**config.mk**
```make
export PLATFORM = sky130hd
export DESIGN_NAME = usb_tx_scheduler_flat
export DESIGN_NICKNAME = d
export VERILOG_FILES = /design/src/rtl/usb_tx_scheduler_if.sv /design/src/rtl/usb_tx_scheduler.sv /design/src/flat_wrapper.sv
export SDC_FILE = /design/constraint.sdc
export NUM_CORES = 1
export LEC_CHECK = 0
export ABC_CLOCK_PERIOD_IN_PS = 2100
export CAP_MARGIN = 20
export CORE_AREA = 2 2 52 54
export CTS_CLUSTER_DIAMETER = 60
export DETAILED_ROUTE_END_ITERATION = 12
export DIE_AREA = 0 0 54 56
export DONT_BUFFER_PORTS = 1
export PLACE_DENSITY = 0.85
export SYNTH_ARGS = -nofsm -noshare
export SYNTH_HDL_FRONTEND = slang
export SYNTH_SLANG_ARGS = --single-unit
```
**constraint.sdc**
```tcl
create_clock -name clk -period 2.1 [get_ports clk]
set_input_delay 0.42 -clock clk [delete_from_list [all_inputs] [get_ports clk]]
set_output_delay 0.42 -clock clk [all_outputs]
set_load 0.03 [all_outputs]
```
**src/rtl/usb_tx_scheduler_if.sv**
```systemverilog
// rtl/usb_tx_scheduler_if.sv - requester / TX FSM signal bundle for the USB TX scheduler
interface usb_tx_scheduler_if;
    logic       hs_req;
    logic [3:0] hs_pid;
    logic       data_req;
    logic       tx_transfer_active;
    logic       tx_error;
    logic [3:0] tx_packet;
    logic       hs_done;
    logic       hs_err;
    logic       data_done;
    logic       data_err;
    logic       sched_busy;
    logic       grant_is_data;

    // Requesters and TX FSM side: drive requests/status, observe scheduler outputs.
    modport master (
        output hs_req, hs_pid, data_req, tx_transfer_active, tx_error,
        input  tx_packet, hs_done, hs_err, data_done, data_err, sched_busy, grant_is_data
    );

    // Scheduler side.
    modport slave (
        input  hs_req, hs_pid, data_req, tx_transfer_active, tx_error,
        output tx_packet, hs_done, hs_err, data_done, data_err, sched_busy, grant_is_data
    );
endinterface

```
**src/rtl/usb_tx_scheduler.sv**
```systemverilog
// rtl/usb_tx_scheduler.sv - arbitrates handshake and DATA0 requests onto the USB TX packet FSM
module usb_tx_scheduler #(
    parameter int START_TIMEOUT = 8,
    parameter int BUSY_TIMEOUT  = 1024,
    parameter int STARVE_LIMIT  = 3
) (
    input  logic               clk,
    input  logic               n_rst,
    usb_tx_scheduler_if.slave  bus
);
    localparam int TMAX = (BUSY_TIMEOUT > START_TIMEOUT) ? BUSY_TIMEOUT : START_TIMEOUT;
    localparam int TW   = $clog2(TMAX) + 1;
    localparam int SW   = $clog2(STARVE_LIMIT + 1);

    localparam logic [3:0] PID_NONE  = 4'b0000;
    localparam logic [3:0] PID_ACK   = 4'b0010;
    localparam logic [3:0] PID_NAK   = 4'b1010;
    localparam logic [3:0] PID_STALL = 4'b1110;
    localparam logic [3:0] PID_DATA0 = 4'b0011;

    typedef enum logic [2:0] {
        S_IDLE,
        S_ISSUE,
        S_BUSY,
        S_DONE,
        S_FAIL
    } state_t;

    state_t          state;
    logic [TW-1:0]   timer;
    logic [SW-1:0]   starve_cnt;

    logic            starve_full;
    logic            pick_any;
    logic            pick_data;
    logic            hs_pid_ok;

    // Arbitration decision for the IDLE cycle: handshakes win unless data has been starved.
    always_comb begin
        starve_full = (starve_cnt == SW'(STARVE_LIMIT));
        pick_any    = bus.hs_req || bus.data_req;
        pick_data   = bus.data_req && (!bus.hs_req || starve_full);
        hs_pid_ok   = (bus.hs_pid == PID_ACK) || (bus.hs_pid == PID_NAK) ||
                      (bus.hs_pid == PID_STALL);
    end

    // Scheduler FSM; every output is a register so the TX FSM never sees combinational glitches.
    always_ff @(posedge clk or negedge n_rst) begin
        if (!n_rst) begin
            state             <= S_IDLE;
            timer             <= '0;
            starve_cnt        <= '0;
            bus.tx_packet     <= PID_NONE;
            bus.hs_done       <= 1'b0;
            bus.hs_err        <= 1'b0;
            bus.data_done     <= 1'b0;
            bus.data_err      <= 1'b0;
            bus.sched_busy    <= 1'b0;
            bus.grant_is_data <= 1'b0;
        end else begin
            bus.hs_done   <= 1'b0;
            bus.hs_err    <= 1'b0;
            bus.data_done <= 1'b0;
            bus.data_err  <= 1'b0;

            case (state)
                S_IDLE: begin
                    if (pick_any) begin
                        bus.sched_busy    <= 1'b1;
                        bus.grant_is_data <= pick_data;
                        timer             <= '0;

                        // Count handshake wins that jumped a waiting data request.
                        if (pick_data || !bus.data_req) begin
                            starve_cnt <= '0;
                        end else if (!starve_full) begin
                            starve_cnt <= starve_cnt + SW'(1);
                        end

                        if (pick_data) begin
                            bus.tx_packet <= PID_DATA0;
                            state         <= S_ISSUE;
                        end else if (hs_pid_ok) begin
                            bus.tx_packet <= bus.hs_pid;
                            state         <= S_ISSUE;
                        end else begin
                            // Not a handshake PID: reject without touching the TX FSM.
                            bus.hs_err <= 1'b1;
                            state      <= S_FAIL;
                        end
                    end
                end

                S_ISSUE: begin
                    timer <= timer + TW'(1);
                    if (bus.tx_transfer_active) begin
                        bus.tx_packet <= PID_NONE;
                        timer         <= '0;
                        state         <= S_BUSY;
                    end else if (bus.tx_error || (timer == TW'(START_TIMEOUT - 1))) begin
                        bus.tx_packet <= PID_NONE;
                        bus.hs_err    <= !bus.grant_is_data;
                        bus.data_err  <= bus.grant_is_data;
                        state         <= S_FAIL;
                    end
                end

                S_BUSY: begin
                    timer <= timer + TW'(1);
                    if (!bus.tx_transfer_active) begin
                        bus.hs_done   <= !bus.grant_is_data;
                        bus.data_done <= bus.grant_is_data;
                        state         <= S_DONE;
                    end else if (timer == TW'(BUSY_TIMEOUT - 1)) begin
                        bus.hs_err    <= !bus.grant_is_data;
                        bus.data_err  <= bus.grant_is_data;
                        state         <= S_FAIL;
                    end
                end

                // Pulse cycle; the next grant is evaluated in the following IDLE cycle.
                S_DONE, S_FAIL: begin
                    bus.sched_busy <= 1'b0;
                    state          <= S_IDLE;
                end

                default: begin
                    bus.tx_packet  <= PID_NONE;
                    bus.sched_busy <= 1'b0;
                    state          <= S_IDLE;
                end
            endcase
        end
    end
endmodule

```
**src/flat_wrapper.sv**
```systemverilog
// flat-port wrapper written by rule: the top's interface ports become plain ports
module usb_tx_scheduler_flat 
#(
    parameter int START_TIMEOUT = 8,
    parameter int BUSY_TIMEOUT  = 1024,
    parameter int STARVE_LIMIT  = 3
)
  (clk, n_rst, bus_hs_req, bus_hs_pid, bus_data_req, bus_tx_transfer_active, bus_tx_error, bus_tx_packet, bus_hs_done, bus_hs_err, bus_data_done, bus_data_err, bus_sched_busy, bus_grant_is_data);
  usb_tx_scheduler_if bus_i ();
  input  logic clk;
  input  logic n_rst;
  input wire logic [$bits(bus_i.hs_req)-1:0] bus_hs_req;
  input wire logic [$bits(bus_i.hs_pid)-1:0] bus_hs_pid;
  input wire logic [$bits(bus_i.data_req)-1:0] bus_data_req;
  input wire logic [$bits(bus_i.tx_transfer_active)-1:0] bus_tx_transfer_active;
  input wire logic [$bits(bus_i.tx_error)-1:0] bus_tx_error;
  output wire logic [$bits(bus_i.tx_packet)-1:0] bus_tx_packet;
  output wire logic [$bits(bus_i.hs_done)-1:0] bus_hs_done;
  output wire logic [$bits(bus_i.hs_err)-1:0] bus_hs_err;
  output wire logic [$bits(bus_i.data_done)-1:0] bus_data_done;
  output wire logic [$bits(bus_i.data_err)-1:0] bus_data_err;
  output wire logic [$bits(bus_i.sched_busy)-1:0] bus_sched_busy;
  output wire logic [$bits(bus_i.grant_is_data)-1:0] bus_grant_is_data;
  assign bus_i.hs_req = bus_hs_req;
  assign bus_i.hs_pid = bus_hs_pid;
  assign bus_i.data_req = bus_data_req;
  assign bus_i.tx_transfer_active = bus_tx_transfer_active;
  assign bus_i.tx_error = bus_tx_error;
  assign bus_tx_packet = bus_i.tx_packet;
  assign bus_hs_done = bus_i.hs_done;
  assign bus_hs_err = bus_i.hs_err;
  assign bus_data_done = bus_i.data_done;
  assign bus_data_err = bus_i.data_err;
  assign bus_sched_busy = bus_i.sched_busy;
  assign bus_grant_is_data = bus_i.grant_is_data;
  usb_tx_scheduler #(.START_TIMEOUT(START_TIMEOUT), .BUSY_TIMEOUT(BUSY_TIMEOUT), .STARVE_LIMIT(STARVE_LIMIT)) u_core (.clk(clk), .n_rst(n_rst), .bus(bus_i));
endmodule
```
# Word-level counts from Yosys, hierarchy flattened

Index checks and enable logic that the tools add are counted.

Bitwise gates (word level): 2
Reductions and logical operators: 20
Mux-type cells: 38
$mul: 0
Divide/modulo/power cells: 0
$lt $le $gt $ge: 0
Shifts and indexed selects: 0
Equal/unequal tests: 15
Add/subtract/negate cells: 2

Operators with widths:

| operator                                               | count |
|---|---|
| case mux 11 bit (3 select lines)                       | 1 |
| two-way mux 11 bit                                     | 2 |
| two-way mux 3 bit                                      | 7 |
| two-way mux 4 bit                                      | 5 |
| two-way mux 1 bit                                      | 16 |
| case mux 4 bit (3 select lines)                        | 1 |
| adder 11 x 1 -> 11 bit (second input constant)         | 1 |
| equality test 11 x 10 -> 1 bit (second input constant) | 1 |
| equality test 11 x 3 -> 1 bit (second input constant)  | 1 |
| case mux 3 bit (3 select lines)                        | 1 |
| equality test 4 bit (second input constant)            | 2 |
| equality test 3 x 2 -> 1 bit (second input constant)   | 2 |
| logical OR 1 bit                                       | 6 |
| != test 3 x 2 -> 1 bit (second input constant)         | 2 |
| AND reduction 2 bit                                    | 3 |
| AND reduction 3 bit                                    | 2 |
| equality test 4 x 2 -> 1 bit (second input constant)   | 1 |
| two-way mux 2 bit                                      | 2 |
| case mux 1 bit (2 select lines)                        | 2 |
| AND reduction 4 bit                                    | 1 |
| equality test 3 x 1 -> 1 bit (second input constant)   | 1 |
| equality test 3 bit (second input constant)            | 1 |
| logical NOT 1 bit                                      | 3 |
| logical NOT 3 bit                                      | 1 |
| other kinds (11)                                       | 12 |

Bits in writable memories: 0
Output and inout port bits: 10
Input bits: 10
Bits in latches: 0
Logic and storage cells: 87
Flip-flop bits (word level): 26
ROM bits: 0
Memories: 0

# Logic depth before layout (Yosys ltp)

Depth in word-level cells: 7
Gate-level depth with buffers: 7
Depth with buffers taken out: 6

# Worst setup path after synthesis

Ideal clock, no wire load.

Path kind: register to register
Start point: reg u_core.timer[0]
End point: reg u_core.bus.tx_packet[1]
Data arrival time: 1637 ps
Data required time: 1975 ps
Slack: 338 ps
Period minus slack after synthesis: 1762 ps
Cell stages (with the launch flop): 7
Buffers on the path: 0
Setup time: 125 ps
Cell sequence: dfrtp_1 > ha_1 > nor4bb_1 > a31oi_1 > nand3_2 > o311ai_4 > mux2_2

Cells in the longest elaborated chain, start to end: 4

Ends and longest elaborated chain:

| item                             | RTL line                  | text |
|---|---|---|
| start: declaration               | usb_tx_scheduler.sv:30    | `logic [TW-1:0] timer;` |
| start signal: assignment         | usb_tx_scheduler.sv:95    | `timer <= timer + TW'(1);` |
| start signal: assignment         | usb_tx_scheduler.sv:109   | `timer <= timer + TW'(1);` |
| equality test 11 x 3 -> 1 bit    | usb_tx_scheduler.sv:100   | `end else if (bus.tx_error \|\| (timer == TW'(START_TIMEOUT - 1))) begin` |
| logical OR 1 bit                 | usb_tx_scheduler.sv:100   |  |
| != test 3 x 2 -> 1 bit (no line) | --                        |  |
| AND reduction 4 bit (no line)    | --                        |  |
| end signal: assignment           | usb_tx_scheduler.sv:84    | `bus.tx_packet <= bus.hs_pid;` |
| end: declaration                 | usb_tx_scheduler_if.sv:25 | `output tx_packet, hs_done, hs_err, data_done, data_err, sched_busy, grant_is_data` |

Every way passes these cells.
A chain may end at the register's enable or synchronous reset.

# Worst setup path in the final report

Start point: reg u_core.timer[0]
End point: reg u_core.bus.tx_packet[3]

The elaborated chain is that of the path after synthesis.

==> impl_metrics.json <==
{
  "clkLatencyLatePin_ps": 310,
  "rows": 18,
  "synth_seq_cells": 26,
  "htree_levels": 1,
  "avgSynthCellArea_um2": 9.53,
  "ir_worst_vdd_uv": 860,
  "grt_max_degree": 27,
  "grt_util_met1": 0.295,
  "critPathRequiredTime_ps": 2320,
  "met3_usage": 0.0376,
  "grt.total_usage": 0.208,
  "post-synth-top-area-cell": "dfrtp_1",
  "io_buffers": 0,
  "endpoint_kind": "flop",
  "nets": 166,
  "numClockSinks": 26,
  "postPlaceCellArea_mm2": 0.00145,
  "die_w_um": 54,
  "ys_seq_area_frac": 0.455,
  "hold_viol": 0,
  "first_global_vias": 1121,
  "path_max_fanout": 7,
  "io_pins": 20,
  "syn-num-nets": 163,
  "stdcell_area_mm2": 0.00152,
  "status": "finished clean",
  "synthCells": 150,
  "path_clk_slew_ps": 140,
  "drtAntennaViolNets": 0,
  "cts_tree": "built",
  "met2_usage": 0.303,
  "ys.flop_type": "dfrtp_1",
  "dp_hpwl_um": 2030,
  "antenna_found_initial": 0,
  "slew_headroom": 0.656,
  "synth_cell_types": 41,
  "syn_area_mm2": 0.00143,
  "die_area_mm2": 0.00302,
  "post_cts_resized": 0,
  "ys_top_cells_by_area": "dfrtp_1 46%, o21ai_0 4.9%, o31ai_1 4.2%",
  "rsz0062_at_grt": "false",
  "areaGrowthSynthToFinish_pct": 6.13,
  "die_y_um": 56,
  "fillers": 191,
  "ys_async_sr_fraction": 1.00,
  "fin_setup_tns_ps": 0,
  "powerDensity_mw_per_mm2": 1160,
  "antenna-diode-count": 0,
  "drt-wirelength-per-cell_um": 15.3,
  "crit_arrival_ps": 2190,
  "firstDrtPassIters": 4,
  "root_buffer": "clkbuf_4",
  "period_needed_ps": 1970,
  "grt.overflow.total": 0,
  "final_layout_size_suffix_gt1_frac": 0.125,
  "tightest_slew_ps": 512,
  "drc": 0,
  "cts_buffers": 3,
  "routed_via_density": 6.30,
  "drt-total-wl_um": 2790,
  "core_region_area_mm2": 0.00243,
  "synth_edf_count": 0,
  "top_usage_layer": "met2",
  "final_common_cell": "dfrtp_1",
  "holdCritPathClass": "in -> reg",
  "gp_congestion": 0.858,
  "critPathLaunchType": "flop",
  "p_leak_nw": 0.671,
  "yosysTopAreaCellShare": 0.455,
  "setup_viol": 0,
  "slew_viol_final": 0,
  "fin_skew_ps": 3.29,
  "worstSetupPathType": "reg -> reg",
  "dr_total_vias": 1147,
  "drtIter0Drc": 33,
  "ys_warn_count": 0,
  "max_cap_viol_count": 0,
  "fmax_mhz": 507,
  "final_cell_mix": "26 x dfrtp_1, 14 x o21ai_0, 13 x nor2_1",
  "clk_path_buf_depth": 2,
  "start_util": 0.587,
  "grt_pass1_wl_um": 4850,
  "fin_crit_sh": 0.940
}
[timing repair]
action,4_1_cts,5_1_grt
setup endpoints to repair,0,0
hold endpoints to repair,26,0
hold buffers,2,0
setup buffers,0,0
[sequential cells by signal, summed over array words and instances, names as in the netlist]
name	cells
u_core.bus.data_done	1
u_core.bus.data_err	1
u_core.bus.grant_is_data	1
u_core.bus.hs_done	1
u_core.bus.hs_err	1
u_core.bus.sched_busy	1
u_core.bus.tx_packet	4
u_core.starve_cnt	2
u_core.state	3
u_core.timer	11
[where the power goes]
group          switching (W)  total [W]  internal, W  leakage, nW
combinational       0.000334   0.000613     0.000279        0.301
sequential          0.000279   0.000887     0.000608        0.349
clock               0.000149   0.000255     0.000106       0.0210
[path summary, 6_finish.rpt]
check                                                      start                                   to  slack (ps)  depth (start not counted)
worst max-delay path                 u_core.timer[0]$_DFFE_PN0P_  u_core.bus.tx_packet[3]$_DFFE_PN0P_         130                          6
worst min-delay path                      bus_tx_transfer_active          u_core.state[1]$_DFFE_PN0P_         220                          2
worst max register to register       u_core.timer[0]$_DFFE_PN0P_  u_core.bus.tx_packet[3]$_DFFE_PN0P_         130                          6
worst min register to register  u_core.starve_cnt[1]$_DFFE_PN0P_     u_core.starve_cnt[1]$_DFFE_PN0P_         500                          2
max in group asynchronous                                  n_rst     u_core.starve_cnt[1]$_DFFE_PN0P_        1440                          2
min in group asynchronous                                  n_rst       u_core.bus.data_done$_DFF_PN0_         510                          2
[per-stage QoR]
| stage | hold WS, ps | power [W] | util | setup WS [ps] | instances |
|---|---|---|---|---|---|
| CTS | 220 | 0.00176 | 0.623 | 181 | 182 |
| floorplan | 124 | 0.00137 | - | 338 | 150 |
| global route | 209 | 0.00189 | 0.623 | 59.3 | 182 |
| global placement | 125 | 0.00145 | 0.596 | 269 | 176 |
| finish | 224 | 0.00176 | 0.623 | 127 | 182 |
| detailed placement | 125 | 0.00149 | 0.596 | 208 | 176 |
[per-layer routing]
layer,share of wire,routed length [µm],vias to the layer above
met3,0.073,203,8
li1,-,-,547
met4,0.020,57,0
met2,0.47,1320,45
met5,0,0,-
met1,0.43,1200,547
[final cells by class]
class,count,area [µm²],area share
Tap cell,30,37.5,0.0248
Timing Repair Buffer,4,45.0,0.0297
Inverter,8,30.0,0.0198
Multi-Input combinational cell,110,717,0.473
Sequential cell,26,651,0.429
Clock buffer,4,36.3,0.0239
[worst max-delay path, stage by stage, from the launching register on]
cell and delay (ps):
dfrtp_1 480, ha_1 230, nor4bb_1 390, a31oi_1 180, nand3_2 150, o311ai_4 140, mux2_2 300
[Yosys cell counts, types with 3 or more instances]
library cell / instances
nand4_1: 4
ha_1: 3
dfrtp_1: 26
inv_1: 7
o21ai_0: 14
mux2_2: 3
buf_2: 4
nor2_1: 13
nor2b_1: 6
and3_1: 3
a21oi_1: 9
nand2_1: 12
nor4_1: 3
o31ai_1: 8
o21bai_1: 3
[kinds of logic after synthesis]
| kind of cell | after synthesis | synth area share |
|---|---|---|
| AND/OR/NAND/NOR | 58 | 0.222 |
| multiplexers | 3 | 0.0236 |
| buffers and inverters | 14 | 0.0429 |
| adder cells (fa/ha/maj) | 3 | 0.0263 |
| flip-flops | 26 | 0.455 |
| AO/OA/AOI/OAI | 46 | 0.230 |
(Power assumes the default switching activity.)
